## src/rtl/connect_pkg.sv

```systemverilog
// Shared definitions for the CONNECT send-port scheduler.
// Holds the network-facing widths, the flit and credit field layouts,
// the packed flit typedefs and the scheduler state encoding.
package connect_pkg;

    localparam int NUM_VCS             = 2;
    localparam int FLIT_DATA_WIDTH     = 40;
    localparam int NUM_USER_RECV_PORTS = 4;
    localparam int BUF_DEPTH           = 4;

    localparam int VC_BITS    = (NUM_VCS > 1) ? $clog2(NUM_VCS) : 1;
    localparam int DEST_BITS  = $clog2(NUM_USER_RECV_PORTS);
    localparam int FLIT_W     = 2 + FLIT_DATA_WIDTH + DEST_BITS + VC_BITS;
    localparam int REQ_FLIT_W = FLIT_W - 1;
    localparam int CREDIT_W   = $clog2(BUF_DEPTH + 1);

    // Bit offsets inside a full flit {valid, tail, dest, vc, data}
    localparam int DATA_LSB  = 0;
    localparam int VC_LSB    = FLIT_DATA_WIDTH;
    localparam int DEST_LSB  = VC_LSB + VC_BITS;
    localparam int TAIL_BIT  = DEST_LSB + DEST_BITS;
    localparam int VALID_BIT = TAIL_BIT + 1;

    // Bit offsets inside a credit word {valid, vc}
    localparam int CREDIT_VC_LSB    = 0;
    localparam int CREDIT_VALID_BIT = VC_BITS;

    typedef struct packed {
        logic                       tail;
        logic [DEST_BITS-1:0]       dest;
        logic [VC_BITS-1:0]         vc;
        logic [FLIT_DATA_WIDTH-1:0] data;
    } req_flit_t;

    typedef struct packed {
        logic                       valid;
        logic                       tail;
        logic [DEST_BITS-1:0]       dest;
        logic [VC_BITS-1:0]         vc;
        logic [FLIT_DATA_WIDTH-1:0] data;
    } flit_t;

    typedef struct packed {
        logic               valid;
        logic [VC_BITS-1:0] vc;
    } credit_t;

    typedef enum logic {
        ST_IDLE   = 1'b0,
        ST_LOCKED = 1'b1
    } state_t;

endpackage

```

## src/rtl/connect_rr_arbiter.sv

```systemverilog
// Combinational round-robin pick.
//   req         : one request bit per requester
//   ptr         : highest-priority index this cycle
//   grant       : one-hot grant (all zero when nothing requests)
//   grant_idx   : index of the granted requester
//   grant_valid : at least one request was granted
module connect_rr_arbiter #(
    parameter  int N     = 4,
    localparam int IDX_W = (N > 1) ? $clog2(N) : 1
) (
    input  logic [N-1:0]     req,
    input  logic [IDX_W-1:0] ptr,
    output logic [N-1:0]     grant,
    output logic [IDX_W-1:0] grant_idx,
    output logic             grant_valid
);

    // Scan from ptr upward with wrap; first hit wins.
    always_comb begin
        grant       = '0;
        grant_idx   = '0;
        grant_valid = 1'b0;
        for (int k = 0; k < N; k++) begin
            if (!grant_valid && req[(int'(ptr) + k) % N]) begin
                grant_valid                  = 1'b1;
                grant_idx                    = IDX_W'((int'(ptr) + k) % N);
                grant[(int'(ptr) + k) % N]   = 1'b1;
            end
        end
    end

endmodule

```

## src/rtl/connect_send_scheduler.sv

```systemverilog
// Packet-granular scheduler for one CONNECT network send port.
//   clock, reset  : clock and synchronous active-high reset
//   req_valid/req_flit/req_ready : per-requester flit handshake
//   send_flit_out/send_flit_en   : registered flit into putFlit
//   credit_in     : {valid, vc} credit return from getCredits
//   busy          : a packet lock is held
//   credit_err    : sticky, a credit was returned to a full counter
module connect_send_scheduler
    import connect_pkg::*;
#(
    parameter  int NUM_REQ = 4,
    localparam int IDX_W   = (NUM_REQ > 1) ? $clog2(NUM_REQ) : 1
) (
    input  logic                          clock,
    input  logic                          reset,
    input  logic [NUM_REQ-1:0]            req_valid,
    input  logic [NUM_REQ*REQ_FLIT_W-1:0] req_flit,
    output logic [NUM_REQ-1:0]            req_ready,
    output logic [FLIT_W-1:0]             send_flit_out,
    output logic                          send_flit_en,
    input  logic [VC_BITS:0]              credit_in,
    output logic                          busy,
    output logic                          credit_err
);

    state_t               state_q,  state_d;
    logic [IDX_W-1:0]     rr_ptr_q, rr_ptr_d;
    logic [IDX_W-1:0]     owner_q,  owner_d;
    logic [DEST_BITS-1:0] dest_q,   dest_d;
    logic [VC_BITS-1:0]   vc_q,     vc_d;
    logic [CREDIT_W-1:0]  credit_q [NUM_VCS];
    logic [CREDIT_W-1:0]  credit_d [NUM_VCS];
    flit_t                flit_out_q, flit_out_d;
    logic                 en_q,       en_d;
    logic                 err_q,      err_d;

    req_flit_t            req_flits [NUM_REQ];
    logic [NUM_REQ-1:0]   cand;
    logic [NUM_VCS-1:0]   vc_avail;
    logic [NUM_VCS-1:0]   credit_inc;
    logic [NUM_VCS-1:0]   credit_dec;
    logic [NUM_REQ-1:0]   arb_grant;
    logic [IDX_W-1:0]     arb_idx;
    logic                 arb_valid;
    logic                 accept;
    logic [IDX_W-1:0]     acc_idx;
    req_flit_t            acc_flit;
    logic [DEST_BITS-1:0] acc_dest;
    logic [VC_BITS-1:0]   acc_vc;
    credit_t              credit_w;

    assign credit_w = credit_t'(credit_in);

    function automatic logic [IDX_W-1:0] next_idx(input logic [IDX_W-1:0] i);
        return (i == IDX_W'(NUM_REQ - 1)) ? '0 : i + 1'b1;
    endfunction

    genvar gi;
    generate
        for (gi = 0; gi < NUM_REQ; gi++) begin : g_req
            assign req_flits[gi] = req_flit[gi*REQ_FLIT_W +: REQ_FLIT_W];
            assign cand[gi]      = req_valid[gi] && vc_avail[req_flits[gi].vc];
        end
        for (gi = 0; gi < NUM_VCS; gi++) begin : g_vc
            assign vc_avail[gi]   = (credit_q[gi] != '0);
            assign credit_dec[gi] = accept && (acc_vc == VC_BITS'(gi));
            assign credit_inc[gi] = credit_w.valid && (credit_w.vc == VC_BITS'(gi));
        end
    endgenerate

    connect_rr_arbiter #(.N(NUM_REQ)) u_arb (
        .req         (cand),
        .ptr         (rr_ptr_q),
        .grant       (arb_grant),
        .grant_idx   (arb_idx),
        .grant_valid (arb_valid)
    );

    // Output process: ready is combinational on the current grantee/owner.
    always_comb begin : ready_comb
        req_ready = '0;
        if (!reset) begin
            if (state_q == ST_IDLE) begin
                req_ready = arb_valid ? arb_grant : '0;
            end else begin
                req_ready[owner_q] = req_valid[owner_q] && vc_avail[vc_q];
            end
        end
    end

    assign busy = (state_q == ST_LOCKED);

    // Body flits travel on the dest/vc latched from the head flit.
    always_comb begin : accept_comb
        accept   = |(req_valid & req_ready);
        acc_idx  = (state_q == ST_IDLE) ? arb_idx : owner_q;
        acc_flit = req_flits[acc_idx];
        acc_dest = (state_q == ST_IDLE) ? acc_flit.dest : dest_q;
        acc_vc   = (state_q == ST_IDLE) ? acc_flit.vc   : vc_q;
    end

    // Next-state process.
    always_comb begin : next_state_comb
        state_d  = state_q;
        rr_ptr_d = rr_ptr_q;
        owner_d  = owner_q;
        dest_d   = dest_q;
        vc_d     = vc_q;
        if (accept) begin
            if (acc_flit.tail) begin
                state_d  = ST_IDLE;
                rr_ptr_d = next_idx(acc_idx);
            end else if (state_q == ST_IDLE) begin
                state_d = ST_LOCKED;
                owner_d = acc_idx;
                dest_d  = acc_flit.dest;
                vc_d    = acc_flit.vc;
            end
        end
    end

    always_comb begin : flit_out_comb
        flit_out_d = '0;
        en_d       = accept;
        if (accept) begin
            flit_out_d.valid = 1'b1;
            flit_out_d.tail  = acc_flit.tail;
            flit_out_d.dest  = acc_dest;
            flit_out_d.vc    = acc_vc;
            flit_out_d.data  = acc_flit.data;
        end
    end

    // A send and a return on the same VC cancel out; a lone return to a
    // full counter saturates and raises the sticky error.
    always_comb begin : credit_comb
        err_d = err_q;
        for (int v = 0; v < NUM_VCS; v++) begin
            credit_d[v] = credit_q[v];
            if (credit_inc[v] && !credit_dec[v]) begin
                if (credit_q[v] == CREDIT_W'(BUF_DEPTH)) begin
                    err_d = 1'b1;
                end else begin
                    credit_d[v] = credit_q[v] + 1'b1;
                end
            end else if (credit_dec[v] && !credit_inc[v]) begin
                credit_d[v] = credit_q[v] - 1'b1;
            end
        end
    end

    // State register process.
    always_ff @(posedge clock) begin
        if (reset) begin
            state_q    <= ST_IDLE;
            rr_ptr_q   <= '0;
            owner_q    <= '0;
            dest_q     <= '0;
            vc_q       <= '0;
            flit_out_q <= '0;
            en_q       <= 1'b0;
            err_q      <= 1'b0;
            for (int v = 0; v < NUM_VCS; v++) begin
                credit_q[v] <= CREDIT_W'(BUF_DEPTH);
            end
        end else begin
            state_q    <= state_d;
            rr_ptr_q   <= rr_ptr_d;
            owner_q    <= owner_d;
            dest_q     <= dest_d;
            vc_q       <= vc_d;
            flit_out_q <= flit_out_d;
            en_q       <= en_d;
            err_q      <= err_d;
            for (int v = 0; v < NUM_VCS; v++) begin
                credit_q[v] <= credit_d[v];
            end
        end
    end

    assign send_flit_out = flit_out_q;
    assign send_flit_en  = en_q;
    assign credit_err    = err_q;

endmodule

```

## config.mk

```make
export PLATFORM = sky130hd
export DESIGN_NAME = connect_send_scheduler
export DESIGN_NICKNAME = d
export VERILOG_FILES = /design/src/rtl/connect_pkg.sv /design/src/rtl/connect_rr_arbiter.sv /design/src/rtl/connect_send_scheduler.sv
export SDC_FILE = /design/constraint.sdc
export NUM_CORES = 1
export LEC_CHECK = 0
export CAP_MARGIN = 20
export CORE_UTILIZATION = 42
export CTS_CLUSTER_DIAMETER = 40
export DETAILED_ROUTE_END_ITERATION = 10
export GPL_ROUTABILITY_DRIVEN = 1
export PLACE_DENSITY = 0.85
export SLEW_MARGIN = 30
export SYNTH_ARGS = -nofsm -noshare
export SYNTH_HDL_FRONTEND = slang
export SYNTH_SLANG_ARGS = --single-unit
```

## constraint.sdc

```tcl
create_clock -name clock -period 6 [get_ports clock]
set_input_delay 0.6 -clock clock [delete_from_list [all_inputs] [get_ports clock]]
set_output_delay 0.6 -clock clock [all_outputs]
set_load 0.01 [all_outputs]
```

==> metrics, run 1 <==
outcome complete, no violations; top cells by count, synth 60 x dfxtp_1, 44 x and2_1, 40 x mux4_2; TritonRoute pass-1 iters 4; number of global-route vias before repair between 4000 and 5000; Num Clock Sinks 60; via count about 4200; Worst-path clk slew approximately 80 ps; initial antenna violation count 0; Global Route Usage Sum 0.3102; Final ANT Viol Nets 0; fin. max-slew vios 0; diode count 0; area delta synth->final 62.77%; total negative slack 0 ps; period utilisation layout 0.7601; synthesized area per cell between 10 and 15 um2; VDD IR max between 0.3 and 0.4 mV; vias per std cell about 5.7; global-route wire length before repair 23.66 mm; Setup violations, final 0; Hold Crit Class reg -> reg; Final Hold Viols 0; H-Tree Depth 3; WP data required between 6000 and 7000 ps; Initial Util 0.4427; DRC violations left 0; final core utilization 0.7205; Detailed Route WL about 16 mm; Pwr per Cell Area 489.1 mW/mm2; FFs w/ async S/R, synth 0; Ports 236; Synth Warn # 0; Post-Synth XOR/XNOR Area 0.002101; Synth cell types 75; post-CTS sizing 0; main flop type after synthesis dfxtp_1; RSZ-0062 raised after global routing false; Final Instance Area 0.006784 mm2; Post-CTS Setup Inserts 0; largest family of logic cells by synthesized area multiplexers; Post-DP Area approximately 0.0066 mm2; die width about 100 um; Setup crit end kind flip-flop; CP Launch Type flip-flop; max-capacitance violation count 0; Syn Nets between 500 and 600; Setup Skew approximately 6.5 ps; Post-Syn Area ~0.0042 mm2; adder-cell share of the synthesized area 0.03362; Worst Path Arrival between 4000 and 5000 ps; Die H 101.6 um; core area roughly 0.0094 mm2; CTS tree built; worst-skew pair later-pin latency approximately 330 ps; Worst Setup Path Type reg -> reg; Critical Path Fanout Max 25; layout cells sized above 1 0.1500; Leak between 0.002 and 0.0025 uW; dpl hpwl about 13 mm; Cell Rows 35; EDFF count, synth 0; top cell type by total area after synthesis dfxtp_1; largest net degree at the start of global routing 48; min cycle time layout 4560 ps; CTS Root Cell clkbuf_8; fmax 219.3 MHz; Cells after Synth just under 400; clock buffer depth 2; Synth Area in Compound Gates 0.1870; top cells by area, synth dfxtp_1 29%, mux4_2 22%, and2_1 6.6%; grt ovf 0; PortBufs between 200 and 250; mux contribution to synthesized area 0.2486; WL per Instance 21.66 um; count leader, synth dfxtp_1; total CTS buffers 9; Final nets 809; actual slew at the worst max-slew pin about 840 ps; relative slew slack 0.4415; register area share after synthesis 0.2882; Synth top area share 0.2882; Hold Slack 484.1 ps; GP Congestion between 0.9 and 1; Die ar. between 0.01 and 0.015 mm2; Synth Area in Simple Gates 0.2005; Synth Register Bits 60; Initial DRC Count approximately 150; hold_buf cts 0
==> placed cells by master, fill, tap and decap left out, drive strengths merged, types with 4 or more instances in the layout <==
cell type	synthesis	routed
a211o	4	4
a211oi	13	13
a21o	7	7
a21oi	17	17
and2	45	45
clkbuf	15	10
clkdlybuf4s50	0	234
dfxtp	60	60
ha	8	8
inv	8	8
mux2	4	4
mux2i	9	9
mux4	40	40
nand2	17	17
nand3	7	7
nand3b	8	8
nor2	27	27
nor3	11	11
nor4	5	5
o21ai	7	7
o22ai	6	6
or3	4	4
or3b	5	5
==> per-stage QoR <==
step | total power [uW] | setup WS (ps) | std cells
final | 3318 | 1440 | 749
after global routing | 3550 | 1178 | 749
after CTS | 3325 | 1505 | 749
after detailed placement | 2937 | 1366 | 733
after global placement | 2896 | 1437 | 733
after floorplan | 2326 | 2436 | 392
==> sequential cells by signal, summed over array words and instances (netlist names) <==
register,count
vc_q,1
busy,1
send_flit_out,45
rr_ptr_q,2
credit_q,6
dest_q,2
credit_err,1
owner_q,2
==> final cells by class <==
type,count,area (um2)
Clock buffer,10,137.6
Clock inverter,6,63.81
Fill cell,695,2631
Inverter,8,30.03
Multi-Input combinational cell,299,2828
Sequential cell,60,1201
Tap cell,129,161.4
Timing Repair Buffer,237,2362
==> final timing paths <==
kind / depth (start not counted) / end / slack, ps / startpoint
setup / recovery: 12 / credit_q[0][5] / 1440 / rr_ptr_q[0]
hold / removal: 1 / credit_err / 480 / credit_err
setup reg to reg: 12 / credit_q[0][5] / 1440 / rr_ptr_q[0]
hold reg to reg: 1 / credit_err / 480 / credit_err
==> power breakdown <==
group / leakage (uW) / switching [uW] / internal, uW
Sequential: 0.000493 / 107 / 531
Combinational: 0.00183 / 1110 / 1190
Clock: 0.0000983 / 172 / 202
==> kinds of logic (layout without fill, tap and decap cells) <==
logic type	Yosys count	count (layout)
AND/OR/NAND/NOR	143	143
AO/OA/AOI/OAI	92	92
flip-flops	60	60
multiplexers	53	53
buffers and inverters	33	261
adder cells (fa/ha/maj)	10	10
XOR/XNOR	1	1
==> worst max-delay path, stage by stage (launching register included) <==
cell	delay, ps
dfxtp_1	870
inv_1	260
ha_1	500
a221o_1	400
a211oi_2	390
or4b_4	240
a32oi_2	170
and3_1	300
o31ai_2	480
fa_1	320
nor3b_1	60
mux2_2	280
nor3_1	200
==> layer usage <==
metal	global-route usage	vias to the layer above	share of wire	wire length, um
li1	-	1967	-	-
met1	0.3267	2063	0.35	5744
met2	0.5743	186	0.53	8622
met3	0.09524	32	0.085	1380
met4	0.1204	0	0.030	479
met5	0	-	0	0
Power figures use the tool's default switching activity.
==> run 2: changes to the inputs <==
CORE_UTILIZATION = 35   (was 42)
PLACE_DENSITY = 0.75   (was 0.85)
clock period = 3.9 ns   (was 6 ns; I/O delays follow)
==> metrics, run 2 (same netlist as run 1, synthesis figures left out) <==
worst-skew pair later-pin latency 330 ps (about the same); number of global-route vias before repair 4543 (+4.2%); CP Launch Type input pin; PortBufs 235 (unchanged); failing checks design-rule violations; Worst Hold Depth 1 (unchanged); max-capacitance violation count 0 (unchanged); actual slew at the worst max-slew pin 505.1 ps (-331.5 ps); H-Tree Depth 3 (unchanged); largest net degree at the start of global routing 31 (-35%); fmax approximately 270 MHz; Worst-path clk slew 50 ps (-30 ps); core area 0.01152 mm2 (+22%); area delta synth->final 75.32%; max reg flops 45 (unchanged); RSZ-0062 raised after global routing false; layout cells sized above 1 0.2108 (+0.06084); VDD IR max 0.3553 mV (+0.59%); Critical Path Fanout Max 5 (-80%); Final Instance Count excl. Fillers 807 (+7.7%); total CTS buffers 9 (unchanged); initial antenna violation count 0 (unchanged); grt ovf 0 (unchanged); clock buffer depth 2 (unchanged); Cell Rows 39 (+11%); Initial Util 0.3619 (-0.08075); GP Congestion 0.9599 (-1.6%); Post-DP Area 0.006964 mm2 (+5.9%); vias per std cell 5.487 (-3.3%); Hold Crit Class reg -> reg; relative slew slack 0.6620 (+0.2205); Critical R2R Capture credit_q[0][5]; Detailed Route WL 16.56 mm (+2.0%); via count 4428 (+4.2%); Worst Setup Path Type in -> reg; Hold Slack 496.7 ps (+12.63 ps); Reg-to-Reg Start rr_ptr_q[0]; sequential share of power 0.161 (-0.031); commonest non-fill, non-tap cell in the layout clkdlybuf4s50_1; Final Hold Viols 0 (unchanged); clock power share 0.147 (+0.034); Leak 0.002714 uW (+12%); Reg2Reg Depth 13 (+1); internal power 3586 uW (+86%); die width 111.1 um (+9.4%); Die ar. 0.01235 mm2 (+20%); Final ANT Viol Nets 0 (unchanged); sw frac 0.3861 (-0.03392); Num Clock Sinks 60 (unchanged); CTS tree built; reported net switching power 2256 uW (+62%); Gate power share 0.692 (-0.003); Setup Skew 5.950 ps (-0.5067 ps); Pwr per Cell Area 799.5 mW/mm2 (+63%); period utilisation layout 0.9341; Global Route Usage Sum 0.2676 (-0.04266); placed instance count 791 (+7.9%); diode count 0 (unchanged); post-CTS sizing 0 (unchanged); TritonRoute pass-1 iters 8 (+4); Post-CTS Setup Inserts 0 (unchanged); Final Instance Area 0.007307 mm2 (+7.7%); hold_buf cts 0 (unchanged); Setup crit end kind flip-flop; Final nets 853 (+5.4%); dpl hpwl 13.45 mm (+3.1%); CTS Root Cell clkbuf_16; reg2reg setup slack 280 ps (-1160 ps); global-route wire length before repair 25.39 mm (+7.3%); total negative slack 0 ps (unchanged); commonest cells after routing, fill and taps aside 235 x clkdlybuf4s50_1, 59 x dfxtp_1, 44 x and2_1; WL per Instance 20.52 um (-5.3%); Hold Path End credit_err; Setup violations, final 0 (unchanged); Initial DRC Count 295 (+100%); Worst Path Arrival 3850 ps (-960 ps); WP data required 4110 ps (-2140 ps); min cycle time layout about 3600 ps; Hold Path Origin credit_err; fin. max-slew vios 0 (unchanged); DRC violations left 39 (+39); outcome complete, but fails checks; Ports 236 (unchanged); Die H 111.1 um (+9.4%)
## run 2: cell types whose count changed in the layout (fill, tap and decap cells not counted), moves of 2 or more
cell        previous run  this run
buf_4                  2        43
clkbuf_16              0         9
clkbuf_8              10         1
buf_12                 0         3
clkinvlp_4             2         0
## run 2: metal layers
metal | vias to the layer above | GRT usage | routed length (um)
met3 | 38 | 0.06561 | 1184
met2 | 181 | 0.4688 | 8334
met1 | 2146 | 0.3057 | 6437
met5 | - | 0 | 0
li1 | 2063 | - | -
met4 | 0 | 0.1261 | 602
## run 2: through the flow
step | setup WS, ps | power (uW) | utilization
5_1_grt | 51.94 | 6237 | 0.6345
4_1_cts | 205.0 | 5861 | 0.6331
3_3_place_gp | 10.41 | 4909 | 0.6047
3_5_place_dp | -51.90 | 4971 | 0.6047
6_report | 257.0 | 5842 | 0.6345
2_1_floorplan | 335.6 | 3579 | -
## run 2: worst max path at each step
stage / from / end / cells after the start
after floorplan: rr_ptr_q[0] / credit_q[0][5] / 14
after global placement: req_valid[0] / credit_q[0][5] / 14
after detailed placement: req_valid[1] / credit_q[0][5] / 13
after CTS: rr_ptr_q[0] / credit_q[0][5] / 13
after global routing: req_valid[1] / credit_q[0][5] / 13
final: req_valid[1] / credit_q[0][5] / 13
## run 2: worst max-delay path, stage by stage
cell	delay, ps
clkdlybuf4s50_1	580
or3b_1	420
nand2_1	120
a221o_1	230
a211oi_2	120
or4b_4	510
a32oi_2	280
and3_1	240
o31ai_2	90
fa_1	430
nor3b_1	220
mux2_2	180
nor3_1	50
## run 2: area by class of cell
type	count	area, um2
Clock inverter	6	87.58
Sequential cell	60	1202
Fill cell	918	4209
Clock buffer	10	239.0
Inverter	8	30.03
Tap cell	143	178.9
Timing Repair Buffer	281	2735
Multi-Input combinational cell	299	2834
## run 2: power by group through the flow
stage	clock, uW	combinational (uW)	sequential, uW
6_report	858	4040	942
5_1_grt	904	4370	963
4_1_cts	872	4050	940
3_5_place_dp	0	4020	951
3_3_place_gp	0	3960	945
2_1_floorplan	0	2590	991
